[config.mk]
export PLATFORM = sky130hd
export DESIGN_NAME = vga_timing_ctrl_flat
export DESIGN_NICKNAME = d
export VERILOG_FILES = /design/src/rtl/vga_timing_ctrl_pkg.sv /design/src/rtl/vga_timing_ctrl_if.sv /design/src/rtl/sig_delay_line.sv /design/src/rtl/vga_timing_ctrl.sv /design/src/flat_wrapper.sv
export SDC_FILE = /design/constraint.sdc
export NUM_CORES = 1
export LEC_CHECK = 0
export CAP_MARGIN = 20
export CORE_MARGIN = 8
export CORE_UTILIZATION = 49
export DETAILED_ROUTE_END_ITERATION = 7
export PLACE_DENSITY = 0.93
export SYNTH_ARGS = -nofsm -noshare
export SYNTH_HDL_FRONTEND = slang
export SYNTH_SLANG_ARGS = --single-unit
export TNS_END_PERCENT = 5
[constraint.sdc]
create_clock -name clk -period 5.1 [get_ports clk]
set_input_delay 0.765 -clock clk [delete_from_list [all_inputs] [get_ports clk]]
set_output_delay 0.765 -clock clk [all_outputs]
set_load 0.02 [all_outputs]
[src/rtl/vga_timing_ctrl_pkg.sv]
// Shared raster timing constants and types for the 640x480@60 display path.
// Graphics and the timing controller both take their defaults from here.
package vga_timing_ctrl_pkg;

  localparam int CNT_W   = 11;
  localparam int COLOR_W = 4;

  localparam int DEF_H_ACTIVE = 640;
  localparam int DEF_H_FP     = 16;
  localparam int DEF_H_SYNC   = 96;
  localparam int DEF_H_BP     = 48;
  localparam int DEF_V_ACTIVE = 480;
  localparam int DEF_V_FP     = 10;
  localparam int DEF_V_SYNC   = 2;
  localparam int DEF_V_BP     = 33;

  localparam int DEF_H_TOTAL = DEF_H_ACTIVE + DEF_H_FP + DEF_H_SYNC + DEF_H_BP;
  localparam int DEF_V_TOTAL = DEF_V_ACTIVE + DEF_V_FP + DEF_V_SYNC + DEF_V_BP;

  localparam logic DEF_HS_POL = 1'b0;
  localparam logic DEF_VS_POL = 1'b0;

  // Coordinate-to-colour latency of the graphics block (BRAM + output register).
  localparam int GRAPHICS_PIPE_LAT = 2;

  typedef logic [CNT_W-1:0] cnt_t;

  typedef struct packed {
    logic act;
    logic hs;
    logic vs;
  } sync_t;

  function automatic logic in_span(input cnt_t c, input int lo, input int hi);
    return (int'(c) >= lo) && (int'(c) < hi);
  endfunction

endpackage

[src/rtl/vga_timing_ctrl_if.sv]
// Graphics read port and VGA pin bundle around the timing controller.
interface vga_timing_ctrl_if;
  import vga_timing_ctrl_pkg::*;

  logic [COLOR_W-1:0] i_r;
  logic [COLOR_W-1:0] i_g;
  logic [COLOR_W-1:0] i_b;
  cnt_t               o_x_read;
  cnt_t               o_y_read;
  logic               o_hs;
  logic               o_vs;
  logic [COLOR_W-1:0] o_r;
  logic [COLOR_W-1:0] o_g;
  logic [COLOR_W-1:0] o_b;
  logic               o_active;
  logic               o_frame_tick;

  modport master (
    input  i_r, i_g, i_b,
    output o_x_read, o_y_read, o_hs, o_vs, o_r, o_g, o_b, o_active, o_frame_tick
  );

  modport slave (
    output i_r, i_g, i_b,
    input  o_x_read, o_y_read, o_hs, o_vs, o_r, o_g, o_b, o_active, o_frame_tick
  );

endinterface

[src/rtl/sig_delay_line.sv]
// Fixed-depth shift register; reset loads every stage with RST_VAL so nothing
// stale can emerge after reset release.
module sig_delay_line #(
  parameter int               WIDTH   = 1,
  parameter int               DEPTH   = 1,
  parameter logic [WIDTH-1:0] RST_VAL = '0
) (
  input  logic             clk,
  input  logic             rst_n,
  input  logic [WIDTH-1:0] d,
  output logic [WIDTH-1:0] q
);

  logic [WIDTH-1:0] stage [DEPTH];

  always_ff @(posedge clk) begin
    if (!rst_n) begin
      for (int i = 0; i < DEPTH; i++) stage[i] <= RST_VAL;
    end else begin
      stage[0] <= d;
      for (int i = 1; i < DEPTH; i++) stage[i] <= stage[i-1];
    end
  end

  assign q = stage[DEPTH-1];

endmodule

[src/rtl/vga_timing_ctrl.sv]
// Raster timing generator and pin output stage; sync/blank are delayed to
// line up with the colour coming back from graphics.
module vga_timing_ctrl
  import vga_timing_ctrl_pkg::*;
#(
  parameter int   H_ACTIVE = DEF_H_ACTIVE,
  parameter int   H_FP     = DEF_H_FP,
  parameter int   H_SYNC   = DEF_H_SYNC,
  parameter int   H_BP     = DEF_H_BP,
  parameter int   V_ACTIVE = DEF_V_ACTIVE,
  parameter int   V_FP     = DEF_V_FP,
  parameter int   V_SYNC   = DEF_V_SYNC,
  parameter int   V_BP     = DEF_V_BP,
  parameter logic HS_POL   = DEF_HS_POL,
  parameter logic VS_POL   = DEF_VS_POL,
  parameter int   PIPE_LAT = GRAPHICS_PIPE_LAT
) (
  input  logic               clk,
  input  logic               rst_n,
  vga_timing_ctrl_if.master  bus
);

  localparam int    H_TOTAL   = H_ACTIVE + H_FP + H_SYNC + H_BP;
  localparam int    V_TOTAL   = V_ACTIVE + V_FP + V_SYNC + V_BP;
  localparam cnt_t  H_MAX     = cnt_t'(H_TOTAL - 1);
  localparam cnt_t  V_MAX     = cnt_t'(V_TOTAL - 1);
  localparam cnt_t  V_TICK    = cnt_t'(V_ACTIVE);
  localparam sync_t SYNC_IDLE = '{act: 1'b0, hs: ~HS_POL, vs: ~VS_POL};

  cnt_t                 h_cnt;
  cnt_t                 v_cnt;
  sync_t                sync_p0;
  sync_t                sync_dly;
  logic [3*COLOR_W-1:0] rgb_q;
  logic                 hs_q;
  logic                 vs_q;
  logic                 act_q;
  logic                 tick_q;

  // Stage 0: raster counters and combinational window decode
  always_ff @(posedge clk) begin
    if (!rst_n) begin
      h_cnt <= '0;
      v_cnt <= '0;
    end else if (h_cnt == H_MAX) begin
      h_cnt <= '0;
      v_cnt <= (v_cnt == V_MAX) ? '0 : v_cnt + cnt_t'(1);
    end else begin
      h_cnt <= h_cnt + cnt_t'(1);
    end
  end

  always_comb begin
    sync_p0     = SYNC_IDLE;
    sync_p0.act = in_span(h_cnt, 0, H_ACTIVE) && in_span(v_cnt, 0, V_ACTIVE);
    sync_p0.hs  = in_span(h_cnt, H_ACTIVE + H_FP, H_ACTIVE + H_FP + H_SYNC) ? HS_POL : ~HS_POL;
    sync_p0.vs  = in_span(v_cnt, V_ACTIVE + V_FP, V_ACTIVE + V_FP + V_SYNC) ? VS_POL : ~VS_POL;
  end

  // Stages 1..PIPE_LAT: match the graphics read latency
  sig_delay_line #(
    .WIDTH   ($bits(sync_t)),
    .DEPTH   (PIPE_LAT),
    .RST_VAL (SYNC_IDLE)
  ) u_sync_dly (
    .clk   (clk),
    .rst_n (rst_n),
    .d     (sync_p0),
    .q     (sync_dly)
  );

  // Output register: colour gated by the aligned active flag, sync to pins
  always_ff @(posedge clk) begin
    if (!rst_n) begin
      rgb_q  <= '0;
      hs_q   <= ~HS_POL;
      vs_q   <= ~VS_POL;
      act_q  <= 1'b0;
      tick_q <= 1'b0;
    end else begin
      rgb_q  <= sync_dly.act ? {bus.i_r, bus.i_g, bus.i_b} : '0;
      hs_q   <= sync_dly.hs;
      vs_q   <= sync_dly.vs;
      act_q  <= sync_dly.act;
      // Game logic only needs blank timing, so the tick skips the colour pipeline.
      tick_q <= (h_cnt == '0) && (v_cnt == V_TICK);
    end
  end

  assign bus.o_x_read     = h_cnt;
  assign bus.o_y_read     = v_cnt;
  assign {bus.o_r, bus.o_g, bus.o_b} = rgb_q;
  assign bus.o_hs         = hs_q;
  assign bus.o_vs         = vs_q;
  assign bus.o_active     = act_q;
  assign bus.o_frame_tick = tick_q;

endmodule

[src/flat_wrapper.sv]
// flat-port wrapper written by rule: the top's interface ports become plain ports
module vga_timing_ctrl_flat import vga_timing_ctrl_pkg::*;
#(
  parameter int   H_ACTIVE = DEF_H_ACTIVE,
  parameter int   H_FP     = DEF_H_FP,
  parameter int   H_SYNC   = DEF_H_SYNC,
  parameter int   H_BP     = DEF_H_BP,
  parameter int   V_ACTIVE = DEF_V_ACTIVE,
  parameter int   V_FP     = DEF_V_FP,
  parameter int   V_SYNC   = DEF_V_SYNC,
  parameter int   V_BP     = DEF_V_BP,
  parameter logic HS_POL   = DEF_HS_POL,
  parameter logic VS_POL   = DEF_VS_POL,
  parameter int   PIPE_LAT = GRAPHICS_PIPE_LAT
)
  (clk, rst_n, bus_i_r, bus_i_g, bus_i_b, bus_o_x_read, bus_o_y_read, bus_o_hs, bus_o_vs, bus_o_r, bus_o_g, bus_o_b, bus_o_active, bus_o_frame_tick);
  vga_timing_ctrl_if bus_i ();
  input  logic clk;
  input  logic rst_n;
  input wire logic [$bits(bus_i.i_r)-1:0] bus_i_r;
  input wire logic [$bits(bus_i.i_g)-1:0] bus_i_g;
  input wire logic [$bits(bus_i.i_b)-1:0] bus_i_b;
  output wire logic [$bits(bus_i.o_x_read)-1:0] bus_o_x_read;
  output wire logic [$bits(bus_i.o_y_read)-1:0] bus_o_y_read;
  output wire logic [$bits(bus_i.o_hs)-1:0] bus_o_hs;
  output wire logic [$bits(bus_i.o_vs)-1:0] bus_o_vs;
  output wire logic [$bits(bus_i.o_r)-1:0] bus_o_r;
  output wire logic [$bits(bus_i.o_g)-1:0] bus_o_g;
  output wire logic [$bits(bus_i.o_b)-1:0] bus_o_b;
  output wire logic [$bits(bus_i.o_active)-1:0] bus_o_active;
  output wire logic [$bits(bus_i.o_frame_tick)-1:0] bus_o_frame_tick;
  assign bus_i.i_r = bus_i_r;
  assign bus_i.i_g = bus_i_g;
  assign bus_i.i_b = bus_i_b;
  assign bus_o_x_read = bus_i.o_x_read;
  assign bus_o_y_read = bus_i.o_y_read;
  assign bus_o_hs = bus_i.o_hs;
  assign bus_o_vs = bus_i.o_vs;
  assign bus_o_r = bus_i.o_r;
  assign bus_o_g = bus_i.o_g;
  assign bus_o_b = bus_i.o_b;
  assign bus_o_active = bus_i.o_active;
  assign bus_o_frame_tick = bus_i.o_frame_tick;
  vga_timing_ctrl #(.H_ACTIVE(H_ACTIVE), .H_FP(H_FP), .H_SYNC(H_SYNC), .H_BP(H_BP), .V_ACTIVE(V_ACTIVE), .V_FP(V_FP), .V_SYNC(V_SYNC), .V_BP(V_BP), .HS_POL(HS_POL), .VS_POL(VS_POL), .PIPE_LAT(PIPE_LAT)) u_core (.clk(clk), .rst_n(rst_n), .bus(bus_i));
endmodule
==> flow_metrics.tcl, run 1 <==
set metrics [dict create \
    synth_sequential_area_ratio_pct 51.7 \
    hpwl_mm 3.06 \
    final_cell_mix "51 x clkdlybuf4s50_1, 44 x dfxtp_1, 19 x nor2_1" \
    fin_crit_ns 2.35 \
    postCtsSetupBuffers 0 \
    final_common_cell "clkdlybuf4s50_1" \
    synth_edf_count 0 \
    grt_start_max_net_pins 29 \
    r2r-end "u_core.bus.o_y_read[6]" \
    layout-drive-gt1-share_pct 6.03 \
    slew_viol_final 0 \
    syn_inst 181 \
    hold_start "u_core.u_sync_dly.stage[0][0]" \
    syn_nets 199 \
    cts-root-buf "clkbuf_4" \
    cts_tree "yes" \
    setup.worst_path.start "u_core.bus.o_x_read[5]" \
    finalSetupTns_ns 0 \
    path_max_fanout 10 \
    period_share_pct 46.0 \
    clock-sinks 44 \
    vdd_drop_max_mv 0.125 \
    critPathRequiredTime_ns 5.33 \
    drtIter0Drc 74 \
    cts_buffers 5 \
    r2r_cells 4 \
    hold_path.class "flip-flop to flip-flop" \
    rows 21 \
    synth_area_per_cell_um2 9.42 \
    grt_pass1_vias 1400 \
    pwr_density_cell_nw_per_um2 244 \
    ios 52 \
    die_w_um 75.0 \
    hold_depth 1 \
    max_cap_violations 0 \
    maxSlewHeadroom_pct 49.3 \
    skew_ns 0.00653 \
    initial_utilization_pct 51.1 \
    htreeDepth 2 \
    wl_per_cell_um 15.1 \
    area_growth_pct 34.3 \
    placedInstanceArea_um2 2230 \
    dieArea_um2 5620 \
    synth_ff_type "dfxtp_1" \
    drtPass1Iterations 4 \
    worstReg2RegStart "u_core.bus.o_x_read[5]" \
    outcome "finished clean" \
    grt_first_pass_wirelength_mm 6.62 \
    ctsResizeCount 0 \
    antenna_found_initial 0 \
    rsz0062_at_grt "no" \
    vias 1468 \
    port-buffer-count 51 \
    worstMarginPinSlew_ns 0.758 \
    gp_congestion 0.848 \
    design_area_um2 2290 \
    ys_types 29 \
    antenna_cells 0 \
    netlist_area_um2 1710 \
    drc 0 \
    endpoint_kind "flip-flop" \
    viasPerCell 5.28 \
    yosysWarnings 0 \
    worstPathArrival_ns 2.58 \
    clkLatencyLatePin_ns 0.35 \
    cts_hold_buf 0 \
    coreArea_um2 3340 \
    ant_nets 0 \
    grt_remaining_overflow 0 \
    cp-start-kind "flip-flop" \
    die_height_um 75.0 \
    cts_buffer_depth 2 \
    fmax_mhz 426 \
    p_leak_nw 0.857 \
    grt_usage_pct 15.2 \
    hold_violations 0 \
    whs_endpoint "u_core.u_sync_dly.stage[0][3]" \
    rrSetupSlack_ns 2.75 \
    async_flop_share_pct 0 \
    clkTransAtPathRegs_ns 0.13 \
    drt_wl_total_mm 4.19 \
    path_class "flip-flop to flip-flop" \
    ys_ff_latch 44 \
    nets 249 \
    setup_viol 0 \
]
[through the flow]
stage / hold slack, ns / util, % / power (mW) / setup slack [ns] / std cells
CTS: 0.429 / 68.7 / 0.563 / 2.75 / 278
detailed placement: 0.400 / 67.0 / 0.402 / 2.66 / 270
floorplan: 0.386 / - / 0.379 / 2.83 / 181
global placement: 0.389 / 67.0 / 0.400 / 2.73 / 270
finish: 0.419 / 68.7 / 0.560 / 2.75 / 278
global route: 0.426 / 68.7 / 0.580 / 2.56 / 278
[routing by layer]
layer / vias to the layer above / global-route usage [%] / part of all wire (%)
li1: 725 / - / -
met4: 0 / 6.30 / 1.1
met1: 690 / 17.0 / 43
met5: - / 0 / 0
met3: 4 / 3.73 / 6.4
met2: 49 / 26.5 / 49
[sequential cells by signal (all words and copies together), names as in the netlist]
register and count:
u_core.bus.o_active 1, u_core.bus.o_frame_tick 1, u_core.bus.o_hs 1, u_core.bus.o_vs 1, u_core.bus.o_x_read 11, u_core.bus.o_y_read 11, u_core.rgb_q 12, u_core.u_sync_dly.stage 6
[how the worst max path moves through the flow]
stage                                    end  slack, ns  depth (start not counted)
6_report              u_core.bus.o_y_read[6]       2.75                          4
3_3_place_gp   u_core.u_sync_dly.stage[0][1]       2.73                          4
5_1_grt               u_core.bus.o_y_read[6]       2.56                          5
3_5_place_dp   u_core.u_sync_dly.stage[0][1]       2.66                          4
4_1_cts               u_core.bus.o_y_read[6]       2.75                          5
2_1_floorplan         u_core.bus.o_y_read[7]       2.83                          6
[worst max-delay path, stage by stage, from the launching register on]
cell and delay, ns:
dfxtp_1 0.44, or4_1 0.68, or3_2 0.58, o21ai_2 0.44, nor2_1 0.11
[area by class of cell]
| class | count | area, µm² |
|---|---|---|
| Sequential cell | 44 | 881 |
| Fill cell | 271 | 1050 |
| Timing Repair Buffer | 51 | 510 |
| Inverter | 7 | 26.3 |
| Clock inverter | 3 | 18.8 |
| Tap cell | 46 | 57.6 |
| Multi-Input combinational cell | 122 | 759 |
| Clock buffer | 5 | 37.5 |
[synthesized netlist by cell type, types with 5 or more instances]
master     n  area [µm²]
nor2_1    19        71.3
and3_1    14        87.6
xnor2_1   10        87.6
dfxtp_1   44         881
xor2_1     5        43.8
nor4_1     7        43.8
nand3_1    9        45.0
clkbuf_1   6        22.5
nand4_1   10        62.6
o21ai_0    5        25.0
and2_1     5        31.3
nand2_1    8        30.0
inv_1      7        26.3
[power by group]
part / internal, mW / total, mW / switching [mW]
Clock: 0.0531 / 0.166 / 0.113
Sequential: 0.349 / 0.354 / 0.00494
Combinational: 0.0217 / 0.0394 / 0.0177
[kinds of logic (layout without fill, tap and decap cells)]
kind of cell / Yosys count / in the layout / synth area share (%)
adder cells (fa/ha/maj): 4 / 4 / 2.93
flip-flops: 44 / 44 / 51.7
AND/OR/NAND/NOR: 93 / 93 / 30.5
AO/OA/AOI/OAI: 10 / 10 / 3.37
XOR/XNOR: 15 / 15 / 7.70
buffers and inverters: 15 / 66 / 3.81
(Power assumes the default switching activity.)
==> run 2, diff against run 1 <==
--- a/config.mk
+++ b/config.mk
@@ -7,9 +7,9 @@
 export LEC_CHECK = 0
 export CAP_MARGIN = 20
 export CORE_MARGIN = 8
-export CORE_UTILIZATION = 49
+export CORE_UTILIZATION = 46
 export DETAILED_ROUTE_END_ITERATION = 7
-export PLACE_DENSITY = 0.93
+export PLACE_DENSITY = 0.89
 export SYNTH_ARGS = -nofsm -noshare
 export SYNTH_HDL_FRONTEND = slang
 export SYNTH_SLANG_ARGS = --single-unit
==> constraint.sdc (replaced) <==
create_clock -name clk -period 2.4 [get_ports clk]
set_input_delay 0.36 -clock clk [delete_from_list [all_inputs] [get_ports clk]]
set_output_delay 0.36 -clock clk [all_outputs]
set_load 0.02 [all_outputs]
==> run 2 against run 1 <==
Compared with the run above: clock-buffer cell count increased by 2; critical endpoint is now u_core.bus.o_y_read[7]; highest routed layer unchanged; design area increased by 3.4%; flip-flop and latch count stayed put; critical path type unchanged; non-clock buffer count up 4; setup slack lost 2.6 ns; global-route usage decreased by 0.78 points; worst hold slack got worse by 0.00058 ns; first-iteration DRC count grew 24%; sequential share of layout area decreased by 1.3 points; largest power group unchanged.
==> flow_metrics.tcl, run 2 (synthesized netlist as in run 1, its figures left out) <==
set metrics [dict create \
    hold_violations 0 \
    largest_reg_flops 12 \
    clkTransAtPathRegs_ns 0.08 \
    hpwl_mm 3.06 \
    outcome "finished clean" \
    cts-root-buf "clkbuf_8" \
    grt_pass1_vias 1434 \
    regMostFlops "u_core.rgb_q" \
    gp_congestion 0.875 \
    period_share_pct 92.2 \
    cts_hold_buf 0 \
    clock-sinks 44 \
    grt_remaining_overflow 0 \
    fin_crit_ns 2.21 \
    design_area_um2 2370 \
    path_class "flip-flop to flip-flop" \
    p_comb_share_pct 6.6 \
    drc 0 \
    slew_viol_final 0 \
    critPathRequiredTime_ns 2.64 \
    wl_per_cell_um 14.5 \
    worstPathArrival_ns 2.45 \
    layout-drive-gt1-share_pct 7.20 \
    die_w_um 76.9 \
    setup_viol 0 \
    cts_tree "yes" \
    vias 1463 \
    fmax_mhz 452 \
    viasPerCell 5.15 \
    endpoint_kind "flip-flop" \
    port-buffer-count 51 \
    p_seq_share_pct 57.3 \
    fillerInstances 306 \
    nets 253 \
    path_max_fanout 8 \
    coreArea_um2 3610 \
    antenna_found_initial 0 \
    pwr_density_cell_nw_per_um2 553 \
    skew_ns 0.00457 \
    finalSetupTns_ns 0 \
    drtIter0Drc 92 \
    final_common_cell "clkdlybuf4s50_1" \
    final_cell_mix "51 x clkdlybuf4s50_1, 44 x dfxtp_1, 19 x nor2_1" \
    clkLatencyLatePin_ns 0.29 \
    area_growth_pct 38.9 \
    vdd_drop_max_mv 0.317 \
    grt_start_max_net_pins 16 \
    hold_path.class "flip-flop to flip-flop" \
    cts_buffers 5 \
    die_height_um 76.9 \
    rows 22 \
    clkPwrFrac_pct 36.0 \
    grt_first_pass_wirelength_mm 6.96 \
    initial_utilization_pct 47.3 \
    internal_power_mw 1.02 \
    drtPass1Iterations 5 \
    placedInstanceArea_um2 2270 \
    grt_usage_pct 14.4 \
    antenna_cells 0 \
    p_leak_nw 0.887 \
    p_sw_share_pct 21.9 \
    maxSlewHeadroom_pct 77.5 \
    p_switching_mw 0.287 \
    max_cap_violations 0 \
    ant_nets 0 \
    cts_buffer_depth 2 \
    cp-start-kind "flip-flop" \
    drt_wl_total_mm 4.13 \
    worstMarginPinSlew_ns 0.335 \
    rsz0062_at_grt "no" \
    dieArea_um2 5910 \
    htreeDepth 2 \
    ios 52 \
]
[run 2: final timing paths]
kind | slack, ns | end | cells past startpoint | start
worst max-delay path | 0.19 | u_core.bus.o_y_read[7] | 4 | u_core.bus.o_x_read[6]
worst min-delay path | 0.42 | u_core.u_sync_dly.stage[0][4] | 1 | u_core.u_sync_dly.stage[0][1]
worst max register to register | 0.19 | u_core.bus.o_y_read[7] | 4 | u_core.bus.o_x_read[6]
worst min register to register | 0.42 | u_core.u_sync_dly.stage[0][4] | 1 | u_core.u_sync_dly.stage[0][1]
[run 2: timing repair]
item | CTS | global route
setup endpoints to repair | 0 | 6
endpoints found under the hold margin | 0 | 0
setup buffers | 0 | 0
gates resized for setup | 0 | 1
[run 2: per-stage QoR]
| stage | hold WS [ns] | util [%] | worst slack, ns | cells | total power, mW |
|---|---|---|---|---|---|
| after floorplan | 0.386 | - | 0.126 | 181 | 0.805 |
| after global placement | 0.390 | 62.9 | 0.239 | 276 | 0.854 |
| after detailed placement | 0.403 | 62.9 | 0.0991 | 276 | 0.856 |
| after CTS | 0.425 | 65.5 | 0.100 | 284 | 1.32 |
| after global routing | 0.440 | 65.7 | 0.0826 | 284 | 1.36 |
| final | 0.418 | 65.7 | 0.187 | 284 | 1.31 |
[run 2: power groups by stage]
| stage | Sequential [mW] | Clock, mW | Combinational (mW) |
|---|---|---|---|
| final | 0.752 | 0.472 | 0.0868 |
| after global routing | 0.754 | 0.516 | 0.0941 |
| after CTS | 0.752 | 0.479 | 0.0872 |
| after detailed placement | 0.769 | 0 | 0.0869 |
| after global placement | 0.769 | 0 | 0.0848 |
| after floorplan | 0.778 | 0 | 0.0275 |
[run 2: worst max-delay path: stages, from the launching register on]
cell     delay [ns]
dfxtp_1        0.38
or4_1          0.66
or4_4          0.61
or3_1          0.37
a21oi_2        0.13
[run 2: per-layer routing]
metal  global-route usage (%)  wire length [µm]  up-vias
li1                         -                 -      732
met1                     16.1              1800      675
met2                     23.4              1980       54
met3                     5.59               292        2
met4                     6.54                49        0
met5                        0                 0        -
[run 2: layout make-up]
cell class,instances,area [µm²],share of cell area [%]
multi-input cells,122,767,32.4
repair buffers,55,541,22.8
clock inverters,1,7.51,0.317
clock buffers,7,86.3,3.65
well taps,48,60.1,2.54
inverters,7,26.3,1.11
flip-flops and latches,44,881,37.2
==> run 3, diff against run 2 <==
--- a/config.mk
+++ b/config.mk
@@ -8,6 +8,7 @@
 export CAP_MARGIN = 20
 export CORE_MARGIN = 8
 export CORE_UTILIZATION = 46
+export CTS_BUF_LIST = sky130_fd_sc_hd__clkbuf_4 sky130_fd_sc_hd__clkbuf_8 sky130_fd_sc_hd__clkbuf_16
 export DETAILED_ROUTE_END_ITERATION = 7
 export PLACE_DENSITY = 0.89
 export SYNTH_ARGS = -nofsm -noshare
==> run 3 against run 2 <==
Compared with the run above: setup slack is essentially flat; clock skew is essentially flat; critical endpoint unchanged; flip-flop and latch count is the same; largest power group unchanged; critical path depth is the same.
==> flow_metrics.tcl, run 3 (synthesized netlist as in run 1, its figures left out) <==
set metrics [dict create \
    cts_tree "yes" \
    die_w_um 76.9 \
    max_cap_violations 0 \
    grt_remaining_overflow 0 \
    grt_usage_pct 14.5 \
    ant_nets 0 \
    wl_per_cell_um 14.6 \
    drt_wl_total_mm 4.13 \
    hpwl_mm 3.06 \
    outcome "finished clean" \
    endpoint_kind "flip-flop" \
    drc 0 \
    period_share_pct 92.2 \
    antenna_cells 0 \
    grt_pass1_vias 1435 \
    nets 253 \
    rrSetupSlack_ns 0.19 \
    final_common_cell "clkdlybuf4s50_1" \
    rows 22 \
    layout-drive-gt1-share_pct 7.63 \
    worstPathArrival_ns 2.45 \
    grt_start_max_net_pins 16 \
    skew_ns 0.00434 \
    final_cell_mix "51 x clkdlybuf4s50_1, 44 x dfxtp_1, 19 x nor2_1" \
    ios 52 \
    cpMaxStageDelayCell "or4_1" \
    cts_hold_buf 0 \
    rsz0062_at_grt "no" \
    largest_reg_flops 12 \
    vias 1478 \
    path_max_fanout 8 \
    clock-sinks 44 \
    regMostFlops "u_core.rgb_q" \
    fin_hold_ws_ns 0.419 \
    setup_viol 0 \
    coreArea_um2 3610 \
    drtIter0Drc 101 \
    worstPathCellList "or4_1 > or4_4 > or3_1 > a21oi_2" \
    worst_slack_ns 0.187 \
    fin_crit_ns 2.21 \
    critPathRequiredTime_ns 2.63 \
    fmax_mhz 452 \
    post-route-util_pct 65.8 \
    htreeDepth 2 \
    antenna_found_initial 0 \
    initial_utilization_pct 47.3 \
    place_ws_ns 0.0991 \
    cp-start-kind "flip-flop" \
    drtPass1Iterations 5 \
    cts_buffers 5 \
    hold_violations 0 \
    gp_congestion 0.875 \
    clkLatencyLatePin_ns 0.29 \
    slew_viol_final 0 \
    pwr_density_cell_nw_per_um2 556 \
    worstMarginPinSlew_ns 0.336 \
    fillerInstances 305 \
    path_class "flip-flop to flip-flop" \
    port-buffer-count 51 \
    cts-root-buf "clkbuf_8" \
    hold_path.class "flip-flop to flip-flop" \
    cpPeakStageDelay_ns 0.66 \
    area_growth_pct 39.1 \
    maxSlewHeadroom_pct 77.4 \
    vdd_drop_max_mv 0.317 \
    cts_buffer_depth 2 \
    die_height_um 76.9 \
    report.power.total_mw 1.32 \
    viasPerCell 5.20 \
    p_leak_nw 0.890 \
    clkTransAtPathRegs_ns 0.08 \
    grt_first_pass_wirelength_mm 6.99 \
    dieArea_um2 5910 \
    postCtsSetupBuffers 0 \
    finalSetupTns_ns 0 \
    ctsResizeCount 0 \
]
## run 3: where the power goes
| group | internal (mW) | total (mW) | switching [mW] |
|---|---|---|---|
| Clock | 0.245 | 0.480 | 0.235 |
| Sequential | 0.741 | 0.752 | 0.0102 |
| Combinational | 0.0487 | 0.0870 | 0.0382 |
| Total | 1.04 | 1.32 | 0.284 |
## run 3: critical path: cells and delay by family, from the launching register on
family             cells  cell delay [ns]
and+or+nand+nor        3             1.64
DFF                    1             0.38
AOI/OAI and AO/OA      1             0.13
## run 3: cell type report
type	instances	area [µm²]	share of cell area (%)
Clock buffer	7	90.1	3.80
Clock inverter	1	7.51	0.316
Inverter	7	26.3	1.11
Multi-Input combinational cell	122	767	32.3
Sequential cell	44	881	37.1
Tap cell	48	60.1	2.53
Timing Repair Buffer	55	541	22.8
## run 3: metrics by stage
step	instance area, µm²	instances
2_1_floorplan	1710	181
3_3_place_gp	2270	276
3_5_place_dp	2270	276
4_1_cts	2360	284
5_1_grt	2370	284
6_report	2370	284
## run 3: per-layer routing
layer	part of all wire (%)	vias up	GRT usage, %
met1	43	686	16.4
li1	-	734	-
met2	48	56	23.4
met5	0	-	0
met3	7.5	2	5.59
met4	1.2	0	6.54
## run 3: worst paths after layout
kind,start,endpoint,cells after the start
hold reg to reg,u_core.u_sync_dly.stage[0][3],u_core.bus.o_vs,1
hold / removal,u_core.u_sync_dly.stage[0][3],u_core.bus.o_vs,1
setup / recovery,u_core.bus.o_x_read[6],u_core.bus.o_y_read[7],4
setup reg to reg,u_core.bus.o_x_read[6],u_core.bus.o_y_read[7],4
